<file path="config.mk">
export PLATFORM = sky130hd
export DESIGN_NAME = key_debounce_flat
export DESIGN_NICKNAME = d
export VERILOG_FILES = /design/src/rtl/key_debounce_pkg.sv /design/src/rtl/key_debounce_if.sv /design/src/rtl/key_debounce_filter.sv /design/src/rtl/key_debounce.sv /design/src/flat_wrapper.sv
export SDC_FILE = /design/constraint.sdc
export NUM_CORES = 1
export LEC_CHECK = 0
export CAP_MARGIN = 20
export CORE_ASPECT_RATIO = 0.7
export CORE_MARGIN = 1
export CORE_UTILIZATION = 45
export CTS_CLUSTER_DIAMETER = 100
export DETAILED_ROUTE_END_ITERATION = 12
export GPL_ROUTABILITY_DRIVEN = 0
export HOLD_SLACK_MARGIN = 0.12
export PLACE_DENSITY = 0.62
export SLEW_MARGIN = 20
export SYNTH_ARGS = -nofsm -noshare
export SYNTH_HDL_FRONTEND = slang
export SYNTH_SLANG_ARGS = --single-unit
</file>
<file path="constraint.sdc">
create_clock -name clk -period 3.2 [get_ports clk]
set_input_delay 0.32 -clock clk [delete_from_list [all_inputs] [get_ports clk]]
set_output_delay 0.32 -clock clk [all_outputs]
set_load 0.01 [all_outputs]
</file>
<file path="src/rtl/key_debounce_pkg.sv">
// Shared definitions for the front-panel key conditioning slice:
// per-channel debounce state encoding and panel key indices.
package key_pkg;

   typedef logic [1:0] key_state_t;

   localparam key_state_t IDLE         = 2'd0;
   localparam key_state_t PRESS_WAIT   = 2'd1;
   localparam key_state_t PRESSED      = 2'd2;
   localparam key_state_t RELEASE_WAIT = 2'd3;

   localparam int unsigned KEY_SIGNAL  = 0;
   localparam int unsigned KEY_CANCEL  = 1;
   localparam int unsigned KEY_ONE     = 2;
   localparam int unsigned KEY_TEN     = 3;
   localparam int unsigned KEY_HIGH    = 4;
   localparam int unsigned KEY_LOW     = 5;
   localparam int unsigned KEY_REFRESH = 6;

endpackage

</file>
<file path="src/rtl/key_debounce_if.sv">
// Key bundle between the raw front panel and the vending FSM.
// master = debouncer (consumes raw levels), slave = panel/consumer side.
interface key_debounce_if #(
   parameter int unsigned N_KEYS = 7
);
   logic [N_KEYS-1:0] key_raw;
   logic [N_KEYS-1:0] key_level;
   logic [N_KEYS-1:0] key_pulse;
   logic              key_valid;
   logic [2:0]        key_code;
   logic              multi_press;

   modport master (
      input  key_raw,
      output key_level, key_pulse, key_valid, key_code, multi_press
   );

   modport slave (
      output key_raw,
      input  key_level, key_pulse, key_valid, key_code, multi_press
   );
endinterface

</file>
<file path="src/rtl/key_debounce_filter.sv">
// One key channel: 2-flop synchroniser, debounce FSM with qualification counter,
// and (with KEY_REPEAT_EN defined) an auto-repeat counter active while held.
module key_filter
   import key_pkg::*;
#(
   parameter int unsigned CNT_W           = 20,
   parameter int unsigned DEBOUNCE_CYCLES = 1000000
`ifdef KEY_REPEAT_EN
   ,
   parameter int unsigned REPEAT_DELAY    = 50000000,
   parameter int unsigned REPEAT_PERIOD   = 10000000
`endif
) (
   input  logic clk,
   input  logic reset,
   input  logic key_raw,
   output logic key_level,
   output logic key_pulse
);

   localparam logic [CNT_W-1:0] CNT_LAST = CNT_W'(DEBOUNCE_CYCLES - 1);

   logic             sync_d;
   logic             sync_q;
   key_state_t       state;
   logic [CNT_W-1:0] cnt;
   logic             press_pulse;

   always_ff @(posedge clk or negedge reset) begin
      if (!reset) begin
         sync_d <= 1'b0;
         sync_q <= 1'b0;
      end else begin
         sync_d <= key_raw;
         sync_q <= sync_d;
      end
   end

   always_ff @(posedge clk or negedge reset) begin
      if (!reset) begin
         state       <= IDLE;
         cnt         <= '0;
         key_level   <= 1'b0;
         press_pulse <= 1'b0;
      end else begin
         press_pulse <= 1'b0;
         case (state)
            IDLE: begin
               if (sync_q) begin
                  cnt   <= '0;
                  state <= PRESS_WAIT;
               end
            end
            PRESS_WAIT: begin
               if (!sync_q) begin
                  cnt   <= '0;
                  state <= IDLE;
               end else if (cnt == CNT_LAST) begin
                  cnt         <= '0;
                  state       <= PRESSED;
                  key_level   <= 1'b1;
                  press_pulse <= 1'b1;
               end else begin
                  cnt <= cnt + CNT_W'(1);
               end
            end
            PRESSED: begin
               if (!sync_q) begin
                  cnt   <= '0;
                  state <= RELEASE_WAIT;
               end
            end
            RELEASE_WAIT: begin
               // a bounce back to high returns to PRESSED silently
               if (sync_q) begin
                  cnt   <= '0;
                  state <= PRESSED;
               end else if (cnt == CNT_LAST) begin
                  cnt       <= '0;
                  state     <= IDLE;
                  key_level <= 1'b0;
               end else begin
                  cnt <= cnt + CNT_W'(1);
               end
            end
            default: state <= IDLE;
         endcase
      end
   end

`ifdef KEY_REPEAT_EN
   logic [31:0] rep_cnt;
   logic        rep_run;
   logic        rep_pulse;

   // rep_run selects the period limit once the initial delay has elapsed
   always_ff @(posedge clk or negedge reset) begin
      if (!reset) begin
         rep_cnt   <= '0;
         rep_run   <= 1'b0;
         rep_pulse <= 1'b0;
      end else begin
         rep_pulse <= 1'b0;
         if (state == PRESSED && sync_q) begin
            if (rep_cnt == (rep_run ? 32'(REPEAT_PERIOD - 1) : 32'(REPEAT_DELAY - 1))) begin
               rep_pulse <= 1'b1;
               rep_cnt   <= '0;
               rep_run   <= 1'b1;
            end else begin
               rep_cnt <= rep_cnt + 32'd1;
            end
         end else begin
            rep_cnt <= '0;
            rep_run <= 1'b0;
         end
      end
   end

   assign key_pulse = press_pulse | rep_pulse;
`else
   assign key_pulse = press_pulse;
`endif

endmodule

</file>
<file path="src/rtl/key_debounce.sv">
// Front-panel key conditioner: N_KEYS independent debounce channels plus a
// registered encoder (valid / lowest index / multi-press). Option: KEY_REPEAT_EN.
module key_debounce
   import key_pkg::*;
#(
   parameter int unsigned N_KEYS          = 7,
   parameter int unsigned CNT_W           = 20,
   parameter int unsigned DEBOUNCE_CYCLES = 1000000,
   parameter int unsigned REPEAT_DELAY    = 50000000,
   parameter int unsigned REPEAT_PERIOD   = 10000000
) (
   input  logic           clk,
   input  logic           reset,
   key_debounce_if.master kif
);

   if (DEBOUNCE_CYCLES < 2 || 64'(DEBOUNCE_CYCLES) >= (64'd1 << CNT_W) ||
       REPEAT_DELAY == 0 || REPEAT_PERIOD == 0) begin : g_bad_params
      $error("key_debounce: timing parameters out of range");
   end

   logic [N_KEYS-1:0] pulse;
   logic [2:0]        code_next;
   logic              code_found;

   for (genvar i = 0; i < N_KEYS; i++) begin : g_chan
      key_filter #(
         .CNT_W          (CNT_W),
         .DEBOUNCE_CYCLES(DEBOUNCE_CYCLES)
`ifdef KEY_REPEAT_EN
         ,
         .REPEAT_DELAY   (REPEAT_DELAY),
         .REPEAT_PERIOD  (REPEAT_PERIOD)
`endif
      ) u_filter (
         .clk      (clk),
         .reset    (reset),
         .key_raw  (kif.key_raw[i]),
         .key_level(kif.key_level[i]),
         .key_pulse(pulse[i])
      );
   end

   assign kif.key_pulse = pulse;

   always_comb begin
      code_next  = '0;
      code_found = 1'b0;
      for (int unsigned i = 0; i < N_KEYS; i++) begin
         if (pulse[i] && !code_found) begin
            code_next  = 3'(i);
            code_found = 1'b1;
         end
      end
   end

   always_ff @(posedge clk or negedge reset) begin
      if (!reset) begin
         kif.key_valid   <= 1'b0;
         kif.key_code    <= '0;
         kif.multi_press <= 1'b0;
      end else begin
         kif.key_valid   <= |pulse;
         kif.key_code    <= code_next;
         kif.multi_press <= ($countones(pulse) > 1);
      end
   end

endmodule
</file>
<file path="src/flat_wrapper.sv">
// flat-port wrapper written by rule: the top's interface ports become plain ports
module key_debounce_flat import key_pkg::*;
#(
   parameter int unsigned N_KEYS          = 7,
   parameter int unsigned CNT_W           = 20,
   parameter int unsigned DEBOUNCE_CYCLES = 1000000,
   parameter int unsigned REPEAT_DELAY    = 50000000,
   parameter int unsigned REPEAT_PERIOD   = 10000000
)
  (clk, reset, kif_key_raw, kif_key_level, kif_key_pulse, kif_key_valid, kif_key_code, kif_multi_press);
  key_debounce_if #(.N_KEYS(N_KEYS)) kif_i ();
  input  logic clk;
  input  logic reset;
  input wire logic [$bits(kif_i.key_raw)-1:0] kif_key_raw;
  output wire logic [$bits(kif_i.key_level)-1:0] kif_key_level;
  output wire logic [$bits(kif_i.key_pulse)-1:0] kif_key_pulse;
  output wire logic [$bits(kif_i.key_valid)-1:0] kif_key_valid;
  output wire logic [$bits(kif_i.key_code)-1:0] kif_key_code;
  output wire logic [$bits(kif_i.multi_press)-1:0] kif_multi_press;
  assign kif_i.key_raw = kif_key_raw;
  assign kif_key_level = kif_i.key_level;
  assign kif_key_pulse = kif_i.key_pulse;
  assign kif_key_valid = kif_i.key_valid;
  assign kif_key_code = kif_i.key_code;
  assign kif_multi_press = kif_i.multi_press;
  key_debounce #(.N_KEYS(N_KEYS), .CNT_W(CNT_W), .DEBOUNCE_CYCLES(DEBOUNCE_CYCLES), .REPEAT_DELAY(REPEAT_DELAY), .REPEAT_PERIOD(REPEAT_PERIOD)) u_core (.clk(clk), .reset(reset), .kif(kif_i));
endmodule
</file>
## Yosys cells after proc, flatten, opt, wreduce, memory -nomap -nowiden

Cells that the tools add are included.

- $add $sub $neg: 13
- Multiply operators: 0
- Divide/modulo/power cells: 0
- $lt $le $gt $ge: 1
- Equality and inequality tests: 84
- Shift operators: 0
- Mux-type cells: 159
- Bitwise operators: 0
- Reduce and logical (&&, ||, !) cells: 48

Operators by type and width:

| kind | count |
|---|---|
| $mux 20 | 35 |
| $pmux 20 s4 | 7 |
| $add 20x1->20 const B | 7 |
| $eq 20x20->1 const B | 7 |
| $mux 2 | 42 |
| $ne 2x2->1 const B | 42 |
| $add 32x32->32 | 2 |
| $mux 1 | 56 |
| $pmux 2 s4 | 7 |
| $ne 3x3->1 const B | 14 |
| $reduce_and 5->1 | 7 |
| $add 32x1->32 | 1 |
| $gt 32x2->1 const B | 1 |
| $eq 2x2->1 const B | 14 |
| $reduce_and 4->1 | 7 |
| $mux 3 | 5 |
| $eq 2x1->1 const B | 7 |
| $logic_not 2->1 | 7 |
| $pmux 1 s2 | 7 |
| $reduce_and 2->1 | 7 |
| $reduce_bool 2->1 | 7 |
| $reduce_or 7->1 | 1 |
| $add 1x1->2 | 3 |
| $logic_and 1x1->1 | 6 |
| $logic_not 1->1 | 6 |

- Bits in registers: 187
- Bits in latches: 0
- Memory bits (writable): 0
- ROM bits: 0
- Memories kept: 0

## Longest topological paths before layout

Gate-level depths: netlist of the first run.

- Depth after elaboration: 19
- Gate-level depth with buffers: 11
- Depth with buffers taken out: 11

## Cells and area by module

Synthesis of the first run repeated with hierarchy kept, for this count alone.

- Cells, all modules: 1,125
- Area, all modules: 10,172.3 um^2

By module, submodules not included:

| module | times used | cells each | area each (um^2) | sequential area each (um^2) |
|---|---|---|---|---|
| key_filter (u_core.g_chan[0].u_filter ...) | 6 | 158 | 1,406.3 | 650.6 |
| key_filter (u_core.g_chan[6].u_filter) | 1 | 144 | 1,377.6 | 650.6 |
| key_debounce | 1 | 33 | 356.6 | 125.1 |

## Worst setup path before layout of the first run

Ideal clock, no wire load.

- Path type: reg2reg
- Start point: reg u_core.g_chan[1].u_filter.press_pulse
- End point: reg u_core.kif.multi_press
- Library setup time: 127 ps
- Data arrival time: 2,270 ps
- Data required time: 3,073 ps
- Path slack: 803 ps
- Stages on the path, launching flop included: 12
- Buffers on the path: 0
- Period minus slack after synthesis: 2,397 ps
- Cells stage by stage: dfrtp_1 inv_1 ha_1 inv_1 fa_1 inv_1 ha_1 fa_1 inv_1 a2111oi_0 a21oi_1 or2_2

- Cells in the longest elaborated chain, start to end: 4

RTL lines:

| element | line | source |
|---|---|---|
| from (decl) | key_debounce_filter.sv:27 | `logic press_pulse;` |
| from (signal assigned) | key_debounce_filter.sv:44 | `press_pulse <= 1'b0;` |
| from (signal assigned) | key_debounce_filter.sv:46 | `press_pulse <= 1'b0;` |
| from (signal assigned) | key_debounce_filter.sv:62 | `press_pulse <= 1'b1;` |
| $add 1x1->2 (not written as such) | key_debounce.sv:65 | `kif.multi_press <= ($countones(pulse) > 1);` |
| $add 32x32->32 (not written as such) (2 in series) | key_debounce.sv:65 |  |
| $gt 32x2->1 | key_debounce.sv:65 |  |
| to (signal assigned) | key_debounce.sv:65 |  |
| to (decl) | key_debounce_if.sv:15 | `output key_level, key_pulse, key_valid, key_code, multi_press` |

No other way between the ends.
A chain may end at the register's enable or synchronous reset.

## Worst setup path after layout of the first run

Same ends and word-level chain as after synthesis.

==> impl_metrics.ini, run 1 <==
[worst_setup_path]
path_max_fanout = 4
worst_path_most_repeated_cell = inv_1
critPathMaxStageDelay_ns = 0.47
cp-start-kind = register
worstSetupPathType = reg2reg
slowest_stage = fa_1
path_buf_inv = 4
cp-end-kind = register
arrival_ns = 2.87
timing.rr.end = u_core.kif.multi_press$_DFF_PN0_
path_cells = inv_1, ha_1, inv_1, fa_1, inv_1, ha_1, fa_1, inv_1, a2111oi_0, a21oi_1, or2_2
cp_top_family = adder cells
r2r_slack_ns = 0.65
cp.required_ns = 3.52
r2r_start = u_core.g_chan[1].u_filter.key_pulse$_DFF_PN0_
reg2reg_depth = 11

[yosys]
async_reset_ff_share_pct = 100
yosysWarnings = 0
synth_cell_types = 69
syn_area_per_cell_sq_um = 9.49
synth_edf_count = 0
ys_seq_elements = 187
synth_nets = 1051
yosysSeqAreaShare_pct = 48.1
netlist_area_sq_mm = 0.00973
synthCells = 1025
ys.flop_type = dfrtp_1

[power]
clkPwrFrac_pct = 33.7
p_sw_share_pct = 35.2
p_leak_nw = 4.48
p_sw_w = 0.00228
power_per_cell_area_mw_per_mm2 = 602
ir_drop_mv = 0.329
p_comb_share_pct = 23.4
seqPwrFrac_pct = 42.9
internal_power_w = 0.00421

[worst_hold_path]
hold_start = kif_key_raw[6]
min_to = u_core.g_chan[6].u_filter.sync_d$_DFF_PN0_
hold_path_depth = 1
hold_class = in2reg

[sta]
finalSetupViolations = 0
fin_tns_setup_ns = 0
fmax_mhz = 392
fin_crit_ns = 2.55
fin_ws_ns = 0.651
slew_violations = 0
grt_setup_unrepaired = false
clock-skew-final_ns = 0.0121
worst_slew_pin_slew_ns = 0.879
finalHoldViolations = 0
fin_crit_sh_pct = 79.6
slew-limit-headroom_pct = 40.9

[drt]
vias = 7606
wire_per_inst_um = 15.0
drtIter0Drc = 543
drc = 0
firstDrtPassIters = 5
final_antenna_net_count = 0
wirelength_um = 19900
vias_per_cell = 5.75

[run_status]
status = completed

[floorplan]
start_util_pct = 46.4
core_sq_mm = 0.0210
pin_count = 28
die_y_um = 125
num_rows = 44
die_width_um = 178
dieArea_sq_mm = 0.0222

[final_layout]
ff_latch_area_sq_mm = 0.00468
fin_util_pct = 51.4
layout_common_cells = dfrtp_1, nand2_1, nor2_1
mostFrequentLayoutCell = dfrtp_1
drive_gt1_share_pct = 7.36
fin_nets = 1059
multi_input_comb_area_sq_mm = 0.00464
syn2layout_area_growth_pct = 10.9
n_antenna_cell = 0
fillCellCount = 1934

[clock_network]
clock_latency_ns = 0.44
postCtsHoldBufs = 1
path_clk_slew_ns = 0.07
cts_buffers = 17
cts.sinks = 187
post_cts_buffers = 0
root_buffer = clkbuf_16
htreeDepth = 4
cts_resized = 0
clock_path_buffers = 2
cts_tree = built

[global_routing]
grtUsageMet2_pct = 26.9
use_met3_pct = 2.98
grt_busiest_layer = met1
antenna_found_initial = 0
grt_pass1_wl_um = 34500
grt_overflow = 0
grt_use_met1_pct = 29.9
grt_pass1_vias = 6987
grt_max_degree = 85
grt_use_total_pct = 19.2

[place]
pre_cts_slack_ns = 0.621
port_buffers = 27
place_hpwl_um = 13500

[flow_run]
cap_violations = 0
## synth_stat cells (5+ instances only)
| cell type | instances | area share (%) |
|---|---|---|
| dfrtp_1 | 187 | 48 |
| nand2_1 | 112 | 4.3 |
| nor2_1 | 82 | 3.2 |
| a31oi_1 | 74 | 4.8 |
| nand3_1 | 70 | 3.6 |
| a21oi_1 | 58 | 3.0 |
| inv_1 | 40 | 1.5 |
| o21ai_0 | 31 | 1.6 |
| nand4_1 | 30 | 1.9 |
| xor2_1 | 29 | 2.6 |
| nor3_1 | 27 | 1.4 |
| a41oi_1 | 21 | 1.9 |
| and3_1 | 20 | 1.3 |
| clkbuf_1 | 20 | 0.77 |
| nand2b_1 | 17 | 1.1 |
| buf_4 | 16 | 1.2 |
| ha_1 | 14 | 1.8 |
| xnor2_1 | 14 | 1.3 |
| a22o_1 | 11 | 0.99 |
| nor4_1 | 9 | 0.58 |
| a21o_1 | 8 | 0.62 |
| and2_1 | 8 | 0.51 |
| and4_1 | 8 | 0.72 |
| or2_2 | 8 | 0.51 |
| mux2i_1 | 7 | 0.72 |
| nor4_2 | 7 | 0.90 |
| o31ai_1 | 7 | 0.54 |
| buf_2 | 6 | 0.31 |
| mux2_2 | 6 | 0.69 |
| nand3b_1 | 6 | 0.46 |
| a2bb2oi_1 | 5 | 0.45 |
| buf_6 | 5 | 0.58 |
| o21ai_1 | 5 | 0.26 |
## per-layer routing
layer  routed length, um  part of all wire, %  up-vias
met1               10700                   54     3710
met2                8380                   42      112
met3                 590                  3.0       17
met5                   0                    0        -
met4                 196                 0.99        0
li1                    -                    -     3767
## worst max-delay path by stage
stage | from | to | depth (start not counted)
floorplan | u_core.g_chan[1].u_filter.key_pulse$_DFF_PN0_ | u_core.kif.multi_press$_DFF_PN0_ | 11
CTS | u_core.g_chan[1].u_filter.key_pulse$_DFF_PN0_ | u_core.kif.multi_press$_DFF_PN0_ | 11
finish | u_core.g_chan[1].u_filter.key_pulse$_DFF_PN0_ | u_core.kif.multi_press$_DFF_PN0_ | 11
global placement | u_core.g_chan[1].u_filter.key_pulse$_DFF_PN0_ | u_core.kif.multi_press$_DFF_PN0_ | 11
global route | u_core.g_chan[1].u_filter.key_pulse$_DFF_PN0_ | u_core.kif.multi_press$_DFF_PN0_ | 11
detailed placement | u_core.g_chan[1].u_filter.key_pulse$_DFF_PN0_ | u_core.kif.multi_press$_DFF_PN0_ | 11
## flip-flops by register name, summed over array words and instances, names as in the netlist, named ones only
signal	count
u_core.g_chan.u_filter.sync_q	7
u_core.kif.key_code	3
u_core.g_chan.u_filter.key_level	7
u_core.kif.multi_press	1
u_core.kif.key_valid	1
u_core.g_chan.u_filter.key_pulse	7
u_core.g_chan.u_filter.cnt	140
u_core.g_chan.u_filter.state	7
u_core.g_chan.u_filter.sync_d	7
## power groups by stage
| stage | registers [W] | logic (W) | clock network (W) |
|---|---|---|---|
| 2_1_floorplan | 0.00277 | 0.00123 | 0 |
| 3_3_place_gp | 0.00282 | 0.00149 | 0 |
| 3_5_place_dp | 0.00283 | 0.00152 | 0 |
| 4_1_cts | 0.00278 | 0.00152 | 0.00226 |
| 5_1_grt | 0.00282 | 0.00173 | 0.00235 |
| 6_report | 0.00278 | 0.00152 | 0.00219 |
## logic make-up after synthesis
kind of cell,after synthesis,share of synthesized area (%)
adder cells (fa/ha/maj),17,2.42
XOR/XNOR,43,3.87
buffers and inverters,87,4.44
AO/OA/AOI/OAI,246,16.3
multiplexers,14,1.53
AND/OR/NAND/NOR,431,23.3
flip-flops,187,48.1
## per-stage QoR
stage	power, W	hold WS (ns)	cells	area (sq um)
2_1_floorplan	0.00400	0.0244	1025	9730
3_3_place_gp	0.00431	0.332	1289	10200
3_5_place_dp	0.00435	0.335	1289	10200
4_1_cts	0.00656	0.298	1322	10800
5_1_grt	0.00689	0.305	1322	10800
6_report	0.00649	0.317	1322	10800
## final cells by class
| type | instances | area share [%] |
|---|---|---|
| multi-input combinational | 751 | 43.0 |
| inverter | 40 | 1.39 |
| tap | 276 | 3.20 |
| sequential | 187 | 43.4 |
| clock buffer | 17 | 3.94 |
| clock inverter | 15 | 1.67 |
| timing repair buffer | 36 | 3.42 |
No activity file was read; power rests on OpenSTA's default activity.
==> run 2: changes to the inputs <==
--- a/config.mk
+++ b/config.mk
@@ -13,7 +13,7 @@
 export DETAILED_ROUTE_END_ITERATION = 12
 export GPL_ROUTABILITY_DRIVEN = 0
 export HOLD_SLACK_MARGIN = 0.12
-export PLACE_DENSITY = 0.62
+export PLACE_DENSITY = 0.65
 export SLEW_MARGIN = 20
 export SYNTH_ARGS = -nofsm -noshare
 export SYNTH_HDL_FRONTEND = slang
==> constraint.sdc (replaced) <==
create_clock -name clk -period 2.2 [get_ports clk]
set_input_delay 0.22 -clock clk [delete_from_list [all_inputs] [get_ports clk]]
set_output_delay 0.22 -clock clk [all_outputs]
set_load 0.01 [all_outputs]
==> run 2 against run 1 <==
The run now ends with negative setup slack left. Non-clock buffer count grew 54. Combinational power grew 64%. Sequential share of layout area shrank 2.1 points.
==> impl_metrics.ini, run 2 (synthesized netlist as in run 1, its figures left out) <==
[sta]
slew_violations = 0
grt_setup_unrepaired = true
slew-limit-headroom_pct = 45.5
fin_crit_ns = 2.29
finalHoldViolations = 0
fin_crit_sh_pct = 104
finalSetupViolations = 1
fmax_mhz = 438
worst_slew_pin_slew_ns = 0.812
fin_ws_ns = -0.0857
final.hold.worst_slack_ns = 0.213
clock-skew-final_ns = 0.0116

[clock_network]
clock_latency_ns = 0.44
cts_tree = built
htreeDepth = 4
path_clk_slew_ns = 0.08
clock_path_buffers = 2
root_buffer = clkbuf_16
cts.sinks = 187
cts_buffers = 17

[final_layout]
design_area_sq_mm = 0.0113
syn2layout_area_growth_pct = 16.6
top_register = u_core.g_chan.u_filter.cnt
fin_nets = 1113
mostFrequentLayoutCell = dfrtp_1
layout_common_cells = dfrtp_1, nand2_1, nor2_1
largest_reg_flops = 140
n_antenna_cell = 0
drive_gt1_share_pct = 13.0

[floorplan]
core_sq_mm = 0.0210
num_rows = 44
dieArea_sq_mm = 0.0222
pin_count = 28
die_width_um = 178
start_util_pct = 46.4
die_y_um = 125

[run_status]
status = finished, violations left
violations = negative setup slack

[drt]
firstDrtPassIters = 6
drtIter0Drc = 597
vias = 7742
wirelength_um = 20500
final_antenna_net_count = 0
wire_per_inst_um = 14.9
drc = 0
vias_per_cell = 5.63

[worst_hold_path]
hold_start = kif_key_raw[5]
hold_class = in2reg
min_to = u_core.g_chan[5].u_filter.sync_d$_DFF_PN0_
hold_path_depth = 1

[place]
port_buffers = 27
place_hpwl_um = 14100
pre_cts_slack_ns = -0.143
placed_cell_area_sq_mm = 0.0106

[global_routing]
grt_overflow = 0
grt_pass1_vias = 7015
grt_max_degree = 63
antenna_found_initial = 0
grt_use_total_pct = 19.7
grt_pass1_wl_um = 35500

[worst_setup_path]
r2r_start = u_core.g_chan[2].u_filter.key_pulse$_DFF_PN0_
cp-end-kind = register
worstSetupPathType = reg2reg
reg2reg_depth = 9
r2r_slack_ns = -0.09
cp.required_ns = 2.53
timing.rr.end = u_core.kif.multi_press$_DFF_PN0_
arrival_ns = 2.62
path_max_fanout = 2
cp-start-kind = register

[flow_run]
cap_violations = 0

[power]
p_leak_nw = 4.81
power_per_cell_area_mw_per_mm2 = 872
ir_drop_mv = 0.539
p_total_w = 0.00989
## run 2: stage by stage
step / setup TNS, ns / utilization (%) / std cells
after global placement: -0.0608 / 50.6 / 1341
after global routing: -0.170 / 54.1 / 1376
after floorplan: -0.0440 / - / 1025
final: -0.0857 / 54.1 / 1376
after detailed placement: -0.143 / 50.6 / 1341
after CTS: -0.114 / 54.0 / 1376
## run 2: layout make-up
type,instances,area (sq um)
well taps,276,345
clock buffers,17,425
repair buffers,90,812
clock inverters,15,218
inverters,40,150
fillers,1832,9630
multi-input cells,751,4720
flip-flops and latches,187,4680
## run 2: what timing repair did
action / 4_1_cts / 5_1_grt
setup buffers: 2 / 0
pin swaps: 4 / 1
hold buffers: 1 / 0
endpoints found under the setup margin: 1 / 7
endpoints found under the hold margin: 47 / 0
resized for setup: 7 / 3
## run 2: power by group
group	total (W)	leakage (nW)	internal (W)	switching (W)
Sequential	0.00403	2.54	0.00371	0.000316
Clock	0.00336	0.318	0.00186	0.00149
Combinational	0.00250	1.95	0.000907	0.00159
## run 2: worst max path at each step
stage,from,end,slack (ns),depth (start not counted)
final,u_core.g_chan[2].u_filter.key_pulse$_DFF_PN0_,u_core.kif.multi_press$_DFF_PN0_,-0.09,9
after global routing,u_core.g_chan[0].u_filter.key_pulse$_DFF_PN0_,u_core.kif.multi_press$_DFF_PN0_,-0.17,10
after CTS,u_core.g_chan[0].u_filter.key_pulse$_DFF_PN0_,u_core.kif.multi_press$_DFF_PN0_,-0.11,10
after detailed placement,u_core.g_chan[1].u_filter.key_pulse$_DFF_PN0_,u_core.kif.multi_press$_DFF_PN0_,-0.14,10
after global placement,u_core.g_chan[1].u_filter.key_pulse$_DFF_PN0_,u_core.kif.multi_press$_DFF_PN0_,-0.06,10
after floorplan,u_core.g_chan[2].u_filter.key_pulse$_DFF_PN0_,u_core.kif.multi_press$_DFF_PN0_,-0.04,9
## run 2: critical path, stage by stage, from the launching register on
cell and delay (ns):
dfrtp_1 0.39, ha_1 0.29, inv_2 0.04, fa_1 0.55, inv_2 0.05, ha_4 0.17, fa_2 0.34, inv_2 0.09
a21oi_2 0.05, or2_4 0.22
## run 2: layer usage
metal,vias up,track usage (%),share of wire (%)
met5,-,0,0
met4,0,4.32,0.85
met3,13,3.86,3.5
met2,139,26.8,41
met1,3706,31.8,54
li1,3884,-,-
